`src/rtl/lamp_bus_pkg.sv`:
```
// Shared types and constants for the lamp-board parallel bus cycle engine.
package lamp_bus_pkg;

  localparam int LAMP_ADDR_W = 3;
  localparam int LAMP_DATA_W = 8;

  localparam int LAMP_SETUP_DEFAULT  = 2;
  localparam int LAMP_STROBE_DEFAULT = 4;
  localparam int LAMP_HOLD_DEFAULT   = 2;

  typedef enum logic [2:0] {
    ST_IDLE   = 3'd0,
    ST_SETUP  = 3'd1,
    ST_STROBE = 3'd2,
    ST_HOLD   = 3'd3,
    ST_DONE   = 3'd4
  } lamp_bus_state_t;

  function automatic int lamp_max3(input int a, input int b, input int c);
    int m;
    m = (a > b) ? a : b;
    return (m > c) ? m : c;
  endfunction

endpackage

```
`src/rtl/lamp_bus_master.sv`:
```
// Parallel-bus cycle engine: one read/write command at a time, driven through
// programmable setup/strobe/hold phases, completed by a one-cycle response pulse.
module lamp_bus_master
  import lamp_bus_pkg::*;
#(
  parameter int SETUP_CYCLES  = LAMP_SETUP_DEFAULT,
  parameter int STROBE_CYCLES = LAMP_STROBE_DEFAULT,
  parameter int HOLD_CYCLES   = LAMP_HOLD_DEFAULT
) (
  input  logic                   clock,
  input  logic                   reset,
  input  logic                   cmd_valid,
  output logic                   cmd_ready,
  input  logic                   cmd_write,
  input  logic [LAMP_ADDR_W-1:0] cmd_addr,
  input  logic                   cmd_test_addr,
  input  logic [LAMP_DATA_W-1:0] cmd_data,
  output logic                   rsp_valid,
  output logic [LAMP_DATA_W-1:0] rsp_data,
  output logic [LAMP_DATA_W-1:0] bus_data_out,
  output logic                   bus_data_oe,
  input  logic [LAMP_DATA_W-1:0] bus_data_in,
  output logic [LAMP_ADDR_W-1:0] bus_addr,
  output logic                   bus_test_addr,
  output logic                   bus_rd,
  output logic                   bus_wr
);

  localparam int MAX_CYCLES = lamp_max3(SETUP_CYCLES, STROBE_CYCLES, HOLD_CYCLES);
  localparam int CNT_W      = $clog2(MAX_CYCLES + 1);

  localparam logic [CNT_W-1:0] SETUP_LOAD  = CNT_W'(SETUP_CYCLES - 1);
  localparam logic [CNT_W-1:0] STROBE_LOAD = CNT_W'(STROBE_CYCLES - 1);
  localparam logic [CNT_W-1:0] HOLD_LOAD   = CNT_W'(HOLD_CYCLES - 1);
  localparam logic [CNT_W-1:0] CNT_ONE     = CNT_W'(1);

  if (SETUP_CYCLES  < 1 || SETUP_CYCLES  > 255 ||
      STROBE_CYCLES < 1 || STROBE_CYCLES > 255 ||
      HOLD_CYCLES   < 1 || HOLD_CYCLES   > 255) begin : g_bad_timing
    $error("lamp_bus_master: SETUP/STROBE/HOLD_CYCLES must each be in 1..255");
  end

  lamp_bus_state_t  state;
  lamp_bus_state_t  state_next;
  logic [CNT_W-1:0] cnt;
  logic [CNT_W-1:0] cnt_next;
  logic             cnt_zero;
  logic             accept;
  logic             write_q;
  logic             write_next;
  logic             bus_phase_next;

  // One shared down-counter times all three phases; each phase reloads it on exit.
  always_comb begin
    state_next = state;
    cnt_next   = cnt;
    accept     = 1'b0;
    cnt_zero   = (cnt == '0);
    case (state)
      ST_IDLE: begin
        if (cmd_valid && cmd_ready) begin
          accept     = 1'b1;
          state_next = ST_SETUP;
          cnt_next   = SETUP_LOAD;
        end
      end
      ST_SETUP: begin
        if (cnt_zero) begin
          state_next = ST_STROBE;
          cnt_next   = STROBE_LOAD;
        end else begin
          cnt_next = cnt - CNT_ONE;
        end
      end
      ST_STROBE: begin
        if (cnt_zero) begin
          state_next = ST_HOLD;
          cnt_next   = HOLD_LOAD;
        end else begin
          cnt_next = cnt - CNT_ONE;
        end
      end
      ST_HOLD: begin
        if (cnt_zero) begin
          state_next = ST_DONE;
        end else begin
          cnt_next = cnt - CNT_ONE;
        end
      end
      ST_DONE: begin
        state_next = ST_IDLE;
      end
      default: begin
        state_next = ST_IDLE;
        cnt_next   = '0;
      end
    endcase
    write_next     = accept ? cmd_write : write_q;
    bus_phase_next = (state_next == ST_SETUP) || (state_next == ST_STROBE) ||
                     (state_next == ST_HOLD);
  end

  always_ff @(posedge clock or posedge reset) begin
    if (reset) begin
      state <= ST_IDLE;
      cnt   <= '0;
    end else begin
      state <= state_next;
      cnt   <= cnt_next;
    end
  end

  // Pin controls are registered from the next state so nothing on cmd_* reaches bus_* combinationally.
  always_ff @(posedge clock or posedge reset) begin
    if (reset) begin
      cmd_ready   <= 1'b1;
      rsp_valid   <= 1'b0;
      bus_rd      <= 1'b0;
      bus_wr      <= 1'b0;
      bus_data_oe <= 1'b0;
    end else begin
      cmd_ready   <= (state_next == ST_IDLE);
      rsp_valid   <= (state_next == ST_DONE);
      bus_rd      <= (state_next == ST_STROBE) && !write_next;
      bus_wr      <= (state_next == ST_STROBE) && write_next;
      bus_data_oe <= bus_phase_next && write_next;
    end
  end

  // Address/data pins double as the command latch and keep their last value between cycles.
  always_ff @(posedge clock or posedge reset) begin
    if (reset) begin
      write_q       <= 1'b0;
      bus_addr      <= '0;
      bus_test_addr <= 1'b1;
      bus_data_out  <= '0;
      rsp_data      <= '0;
    end else begin
      if (accept) begin
        write_q       <= cmd_write;
        bus_addr      <= cmd_addr;
        bus_test_addr <= cmd_test_addr;
        if (cmd_write) begin
          bus_data_out <= cmd_data;
        end
      end
      // Read data is taken unsynchronised on the last strobe clock; the bus guarantees it is settled.
      if (state == ST_STROBE && cnt_zero && !write_q) begin
        rsp_data <= bus_data_in;
      end else if (state == ST_HOLD && cnt_zero && write_q) begin
        rsp_data <= bus_data_out;
      end
    end
  end

endmodule

```
`config.mk`:
```
export PLATFORM = sky130hd
export DESIGN_NAME = lamp_bus_master
export DESIGN_NICKNAME = d
export VERILOG_FILES = /design/src/rtl/lamp_bus_pkg.sv /design/src/rtl/lamp_bus_master.sv
export SDC_FILE = /design/constraint.sdc
export NUM_CORES = 1
export LEC_CHECK = 0
export CAP_MARGIN = 10
export CORE_UTILIZATION = 56
export DETAILED_ROUTE_END_ITERATION = 12
export DONT_BUFFER_PORTS = 1
export PLACE_DENSITY = 0.73
export SETUP_SLACK_MARGIN = 0.1
export SLEW_MARGIN = 20
export SYNTH_ARGS = -nofsm -noshare
export SYNTH_HDL_FRONTEND = slang
export SYNTH_SLANG_ARGS = --single-unit
```
`constraint.sdc`:
```
create_clock -name clock -period 1.9 [get_ports clock]
set_input_delay 0.38 -clock clock [delete_from_list [all_inputs] [get_ports clock]]
set_output_delay 0.38 -clock clock [all_outputs]
set_load 0.01 [all_outputs]
```
Word-level counts from Yosys, hierarchy flattened
Index checks and enable logic that the tools add are counted.
{"block": "word_totals", "ff_bits": 32, "word_cells": 57}
{"block": "classes", "addsub": 1, "n_eq_ne": 10, "mux": 15, "n_bitwise": 1, "n_reduce_logical": 18}
{"operator": "3-bit two-way mux", "count": 8}
{"operator": "8-bit two-way mux", "count": 2}
{"operator": "3-bit one-hot mux with 5 select lines", "count": 1}
{"operator": "3-bit by 2-bit == test with 1-bit output, second input constant", "count": 4}
{"operator": "3-bit one-hot mux with 4 select lines", "count": 1}
{"operator": "3-bit logical NOT", "count": 3}
{"operator": "1-bit logical AND", "count": 8}
{"operator": "3-bit by 1-bit == test with 1-bit output, second input constant", "count": 2}
{"operator": "3-bit == test, second input constant", "count": 2}
{"operator": "2-bit inequality test, second input constant", "count": 2}
{"operator": "1-bit two-way mux", "count": 3}
{"operator": "3-bit AND reduction", "count": 1}
{"operator": "3-bit by 1-bit subtractor with 3-bit output, second input constant", "count": 1}
{"operator": "1-bit logical NOT", "count": 2}
{"operator": "1-bit logical OR", "count": 2}
{"operator": "2-bit AND reduction", "count": 1}
{"operator": "2-bit nonzero test", "count": 1}
{"operator": "1-bit NOT", "count": 1}

Longest topological paths before layout
Gate-level depths: netlist (run 1).
{"block": "logic_depth", "word_depth": 7, "mapped_depth": 7, "depth_no_buf": 7}

Worst setup path after synthesis (run 1)
Ideal clock, no wire load.
{"block": "synth_timing", "path_kind": "register to register", "from": "register cnt[0]", "to": "register rsp_data[4]", "arrival_ns": 1.490, "required_time_ns": 1.756, "slack_ns": 0.266, "path_stages_with_launch": 7, "n_path_buf": 0, "path_cell_list": "dfrtp_1 -> inv_1 -> ha_1 -> ha_1 -> nand4b_1 -> mux2i_1 -> o221ai_1"}
{"block": "synth_via", "elab_chain_cells": 4, "elab_cells_between_ends": 7}
{"element": "start, declared", "line": "lamp_bus_master.sv:45", "source": "logic [CNT_W-1:0] cnt;"}
{"element": "start signal, assigned", "line": "lamp_bus_master.sv:109", "source": "cnt <= cnt_next;"}
{"element": "3-bit logical NOT *", "line": "lamp_bus_master.sv:58", "source": "cnt_zero = (cnt == '0);"}
{"element": "1-bit logical AND, on equally long branches (2 in a row)", "line": "lamp_bus_master.sv:148, lamp_bus_master.sv:150"}
{"element": "8-bit two-way mux / 2-bit nonzero test (equally long branches)"}
{"element": "end signal, assigned", "line": "lamp_bus_master.sv:149", "source": "rsp_data <= bus_data_in;"}
{"element": "end signal, assigned", "line": "lamp_bus_master.sv:151", "source": "rsp_data <= bus_data_out;"}
{"element": "end, declared", "line": "lamp_bus_master.sv:19", "source": "output logic [LAMP_DATA_W-1:0] rsp_data,"}
Mark *: on every way between the ends. The rest lies on a longest branch, timed or not.
A chain may end at the register's enable or synchronous reset.

Worst setup path after layout (run 1)
{"block": "layout_timing", "from": "register cnt[0]", "to": "register rsp_data[6]"}
Same word-level chain as after synthesis.

==> results.py, run 1 <==
metrics = {
    "critical_path": {
        "cp_slowest_stage_delay_ps": 400,
        "slowest_stage": "dfrtp_1",
        "cp_max_fo": 6,
        "cp_data_arrival_time_ps": 1930,
        "crit_path_end_kind": "flop",
        "worst-setup-path-type": "flop to flop",
        "crit_chain": "inv_1 > ha_2 > ha_4 > nand4b_1 > mux2i_2 > o221ai_1",
        "worst_r2r_path_depth": 6,
        "cp-start-kind": "flop",
        "required_ps": 2110,
    },
    "die": {
        "io_pins": 49,
        "start_util": 0.608,
        "die_height_um": 54.3,
        "die_width_um": 54.3,
        "rows": 18,
        "core-area_um2": 2520,
        "dieArea_um2": 2950,
    },
    "logic_synthesis": {
        "ys_ff_latch": 32,
        "synth-async-reset-ratio": 1.00,
        "synthTopCellsByArea": "dfrtp_1 (49%), mux2_4 (7.8%), inv_1 (4.4%)",
        "syn-instance-count": 134,
        "synth.distinct_cells": 41,
        "seq_area_frac_synth": 0.524,
        "synth_warnings": 0,
        "yosysMostFrequentCell": "dfrtp_1",
        "synth_top_area_share": 0.489,
        "synth_fp_nets": 161,
        "yosysTopAreaCell": "dfrtp_1",
        "synth_area_um2": 1530,
        "ys_top_cells_by_count": "dfrtp_1 (30), inv_1 (18), nand3_1 (9)",
        "avgSynthCellArea_um2": 11.4,
        "synth_edf_count": 0,
        "synth_ff_type": "dfrtp_1",
    },
    "route": {
        "m1WireLength_um": 1220,
        "vias": 1052,
        "post_drt_wl_per_cell_um": 16.4,
        "wl_met2_um": 1410,
        "via_per_inst": 5.98,
        "ant_nets": 0,
        "met3_length_um": 208,
        "wl_um": 2890,
        "dr.pass1.iters": 4,
        "highest_layer": "met4",
        "first_iter_violations": 20,
        "drc": 0,
    },
    "timing": {
        "fin_crit_ps": 1720,
        "fin_crit_sh": 0.906,
        "rsz0062_at_grt": "false",
        "skew_ps": 11.0,
        "relSlewSlack": 0.766,
        "setup_violations": 0,
        "tightest_slew_ps": 351,
        "hold_viol": 0,
        "max_freq_ghz": 0.581,
        "finalMaxSlewViolations": 0,
        "setup-tns-final_ps": 0,
    },
    "clocking": {
        "htree_levels": 2,
        "cts_sinks": 32,
        "cts_tree": "done",
        "clk_pin_slew_worst_paths_ps": 100,
        "clockRootBuffer": "clkbuf_4",
        "clock_latency_ps": 340,
        "clk_path_buf_depth": 2,
        "cts_made_buffers": 5,
    },
    "placed_design": {
        "portBuffers": 0,
        "dp.final_hpwl_um": 2000,
        "gp_congestion": 0.758,
        "placed_cell_area_um2": 1570,
    },
    "global_route": {
        "grt_util_all_layers": 0.216,
        "grt_max_degree": 26,
        "overflow": 0,
        "grt_pass1_vias": 1026,
        "antenna_found_initial": 0,
        "grt_pass1_wl_um": 4330,
    },
    "final_layout": {
        "layout.nets": 172,
        "n_antenna_cell": 0,
        "fin_area_um2": 1700,
        "syn2layout_area_growth_pct": 10.8,
        "fillers": 182,
        "final_layout_size_suffix_gt1_frac": 0.260,
    },
    "outcome": {
        "outcome": "complete, no violations",
    },
    "power": {
        "vdd_drop_max_mv": 1.13,
        "power.total_mw": 2.94,
        "p_leak_nw": 0.781,
        "power_density_nw_per_um2": 1730,
    },
    "job": {
        "maxCapViolCount": 0,
    },
    "min_path": {
        "hold_path.class": "primary input to flop",
        "hold-path-cell-count": 1,
    },
}
## critical path, delay by kind of cell, from the launching register on
family,cells,cell delay [ps]
multiplexers,1,340
AND/OR/NAND/NOR,1,240
AO/OA/AOI/OAI,1,150
adder cells (fa/ha/maj),2,370
flip-flops,1,400
buffers and inverters,1,90
## metal layers
layer  vias up  track usage
li1        500            -
met1       502        0.251
met2        44        0.341
met3         6        0.100
met4         0       0.0855
met5         -            0
## placed cells by master (no fill, tap or decap), types with 2 or more instances in the layout
master	instances
dfrtp_1	30
inv_1	18
nand3_1	9
mux2_4	8
buf_4	8
a31oi_1	5
nand2_1	5
clkbuf_4	5
o21ai_1	4
nor3_1	4
o221ai_1	4
mux2_2	4
nor2_1	3
nand2b_1	2
nor3b_1	2
o21ai_0	2
dfstp_2	2
clkbuf_8	2
## cells by family after synthesis
family                     count (synthesis)  synth area share
buffers and inverters                     24            0.0693
and+or+nand+nor                           35             0.142
adders and majority gates                  3            0.0245
DFF                                       32             0.524
xor gates and xnor gates                   2            0.0114
muxes                                     14             0.121
AOI/OAI and AO/OA                         24             0.108
## per-stage QoR
stage | cells | hold slack, ps | utilization | setup slack, ps
finish | 176 | 178 | 0.674 | 178
global route | 176 | 164 | 0.674 | 82.9
CTS | 173 | 162 | 0.659 | 122
detailed placement | 164 | 236 | 0.624 | 50.2
global placement | 164 | 217 | 0.624 | 141
floorplan | 134 | 475 | - | 266
## flip-flops by register name (all words and copies together) (netlist names), 3 cells and up
name	count
state	3
bus_addr	3
bus_data_out	8
cnt	3
rsp_data	8
## worst paths after layout
path	from	end	slack (ps)
setup / recovery	cnt[0]	rsp_data[6]	180
hold / removal	cmd_data[1]	bus_data_out[1]	180
setup reg to reg	cnt[0]	rsp_data[6]	180
hold reg to reg	cnt[1]	cnt[1]	550
max in group asynchronous	reset	bus_data_out[5]	860
min in group asynchronous	reset	state[0]	420
## area by class of cell
type	count	area (um2)	share of cell area
multi-input combinational	78	647	0.380
timing repair buffer	9	70.1	0.0412
sequential	32	803	0.472
tap	30	37.5	0.0221
clock buffer	8	68.8	0.0405
inverter	19	73.8	0.0434
## repair_timing
item,in CTS,in global routing
pin swaps,0,5
hold endpoints to repair,5,0
setup buffers,0,3
hold buffers,1,0
resized for setup,4,7
setup endpoints to repair,6,12
## power by group
part | switching (mW) | internal (mW)
Sequential | 0.375 | 1.02
Combinational | 0.516 | 0.576
Clock | 0.232 | 0.218
Total | 1.12 | 1.82
Note: power is estimated with default switching activity, not from simulation.
==> inputs of run 2 (changes only) <==
--- a/config.mk
+++ b/config.mk
@@ -7,6 +7,7 @@
 export LEC_CHECK = 0
 export CAP_MARGIN = 10
 export CORE_UTILIZATION = 56
+export CTS_BUF_LIST = sky130_fd_sc_hd__clkbuf_8
 export DETAILED_ROUTE_END_ITERATION = 12
 export DONT_BUFFER_PORTS = 1
 export PLACE_DENSITY = 0.73
==> run 2 against run 1 <==
Effect of this change:
- clock skew is 5.6 ps lower
- hold slack better by 61 ps
- final cell count is 1.1% lower
- fmax is 1.4% lower
- clock-buffer cell count is 1 lower
- non-clock buffer count is 2 lower
- sequential cell count stayed put
- first-iteration DRC count is 5.0% lower
- clock power is 27% higher
- via count is 2.6% higher
- critical endpoint is now bus_data_oe
- largest cell class unchanged
==> results.py, run 2 (synthesis results as in run 1) <==
metrics = {
    "final_layout": {
        "fin_cells": 174,
        "fillers": 173,
        "final_util": 0.688,
        "n_antenna_cell": 0,
        "final_layout_size_suffix_gt1_frac": 0.264,
        "final_cell_mix": "dfrtp_1 (30), inv_1 (19), nand3_1 (9)",
        "final-seq-area_um2": 803,
        "final_common_cell": "dfrtp_1",
        "multi_input_area_um2": 664,
        "reg_top3": "bus_data_out (8), rsp_data (8)",
        "syn2layout_area_growth_pct": 13.1,
        "layout.nets": 170,
    },
    "critical_path": {
        "worst-path-stages": 6,
        "crit_path_end_kind": "flop",
        "crit_family": "compound AO/OA/AOI/OAI gates",
        "cp-start-kind": "flop",
        "cp_max_fo": 9,
        "worst_r2r_path_depth": 6,
        "required_ps": 2100,
        "slowest_stage": "a221oi_2",
        "ff2ff_setup_slack_ps": 150,
        "cp_slowest_stage_delay_ps": 390,
        "cp_data_arrival_time_ps": 1950,
        "worst-path-buf-inv": 1,
        "crit_chain": "inv_1 > ha_2 > ha_4 > and2_1 > a221oi_2 > a21boi_1",
        "worst-setup-path-type": "flop to flop",
    },
    "die": {
        "start_util": 0.608,
        "dieArea_um2": 2950,
        "die_width_um": 54.3,
        "rows": 18,
        "core-area_um2": 2520,
        "io_pins": 49,
        "die_height_um": 54.3,
    },
    "clocking": {
        "cts_sinks": 32,
        "cts_made_buffers": 5,
        "clk_path_buf_depth": 2,
        "clock_latency_ps": 280,
        "cts_tree": "done",
        "clk_pin_slew_worst_paths_ps": 70,
        "htree_levels": 2,
        "clockRootBuffer": "clkbuf_8",
    },
    "timing": {
        "tightest_slew_ps": 400,
        "fin_crit_sh": 0.919,
        "hold_viol": 0,
        "relSlewSlack": 0.732,
        "final.setup.worst_slack_ps": 154,
        "setup-tns-final_ps": 0,
        "finalMaxSlewViolations": 0,
        "skew_ps": 5.46,
        "fin_crit_ps": 1750,
        "rsz0062_at_grt": "false",
        "max_freq_ghz": 0.573,
        "setup_violations": 0,
    },
    "global_route": {
        "grt_pass1_vias": 1029,
        "overflow": 0,
        "grt_util_all_layers": 0.231,
        "antenna_found_initial": 0,
        "grt_max_degree": 26,
        "grt_pass1_wl_um": 4520,
    },
    "placed_design": {
        "dp.final_hpwl_um": 2000,
        "place_ws_ps": 50.2,
        "place_inst": 164,
        "portBuffers": 0,
        "gp_congestion": 0.758,
    },
    "route": {
        "via_per_inst": 6.20,
        "first_iter_violations": 19,
        "drc": 0,
        "vias": 1079,
        "post_drt_wl_per_cell_um": 18.6,
        "dr.pass1.iters": 4,
        "wl_um": 3240,
        "ant_nets": 0,
    },
    "power": {
        "p_leak_nw": 0.792,
        "power_density_nw_per_um2": 1790,
        "vdd_drop_max_mv": 1.15,
    },
    "min_path": {
        "hold-path-cell-count": 1,
        "hold_path.class": "primary input to flop",
    },
    "outcome": {
        "outcome": "complete, no violations",
    },
    "job": {
        "maxCapViolCount": 0,
    },
}
==> run 2: final timing paths <==
check,start,end
worst max-delay path,cnt[0],bus_data_oe
worst min-delay path,cmd_data[1],bus_data_out[1]
worst max register to register,cnt[0],bus_data_oe
worst min register to register,cnt[1],cnt[1]
max in group asynchronous,reset,bus_data_out[5]
min in group asynchronous,reset,state[0]
==> run 2: per-layer routing <==
| metal | vias up | global-route usage | share of wire |
|---|---|---|---|
| met5 | - | 0 | 0 |
| met3 | 10 | 0.108 | 0.080 |
| met4 | 0 | 0.124 | 0.036 |
| met2 | 58 | 0.362 | 0.50 |
| li1 | 491 | - | - |
| met1 | 520 | 0.260 | 0.39 |
==> run 2: per-stage QoR <==
step | cell area [um2] | hold WS, ps | power, mW
after floorplan | 1530 | 475 | 2.17
after global placement | 1570 | 217 | 2.34
after detailed placement | 1570 | 236 | 2.39
after CTS | 1690 | 233 | 3.00
after global routing | 1730 | 228 | 3.30
final | 1730 | 239 | 3.10
==> run 2: power by group <==
| group | total [mW] | leakage [nW] | switching (mW) | internal, mW |
|---|---|---|---|---|
| Clock | 0.571 | 0.0557 | 0.246 | 0.325 |
| Combinational | 1.13 | 0.345 | 0.566 | 0.560 |
| Sequential | 1.41 | 0.392 | 0.379 | 1.03 |
==> run 2: area by class of cell <==
cell class | count | area share
clock buffer | 7 | 0.0556
clock inverter | 1 | 0.00216
inverter | 19 | 0.0426
multi-input combinational | 78 | 0.383
sequential | 32 | 0.463
tap | 30 | 0.0216
timing repair buffer | 7 | 0.0317
==> run 2: repair_timing <==
| item | CTS | global route |
|---|---|---|
| pin swaps | 0 | 1 |
| hold buffers | 1 | 0 |
| resized for setup | 4 | 7 |
| endpoints found under the setup margin | 7 | 12 |
| setup buffers | 0 | 1 |
| endpoints found under the hold margin | 5 | 0 |
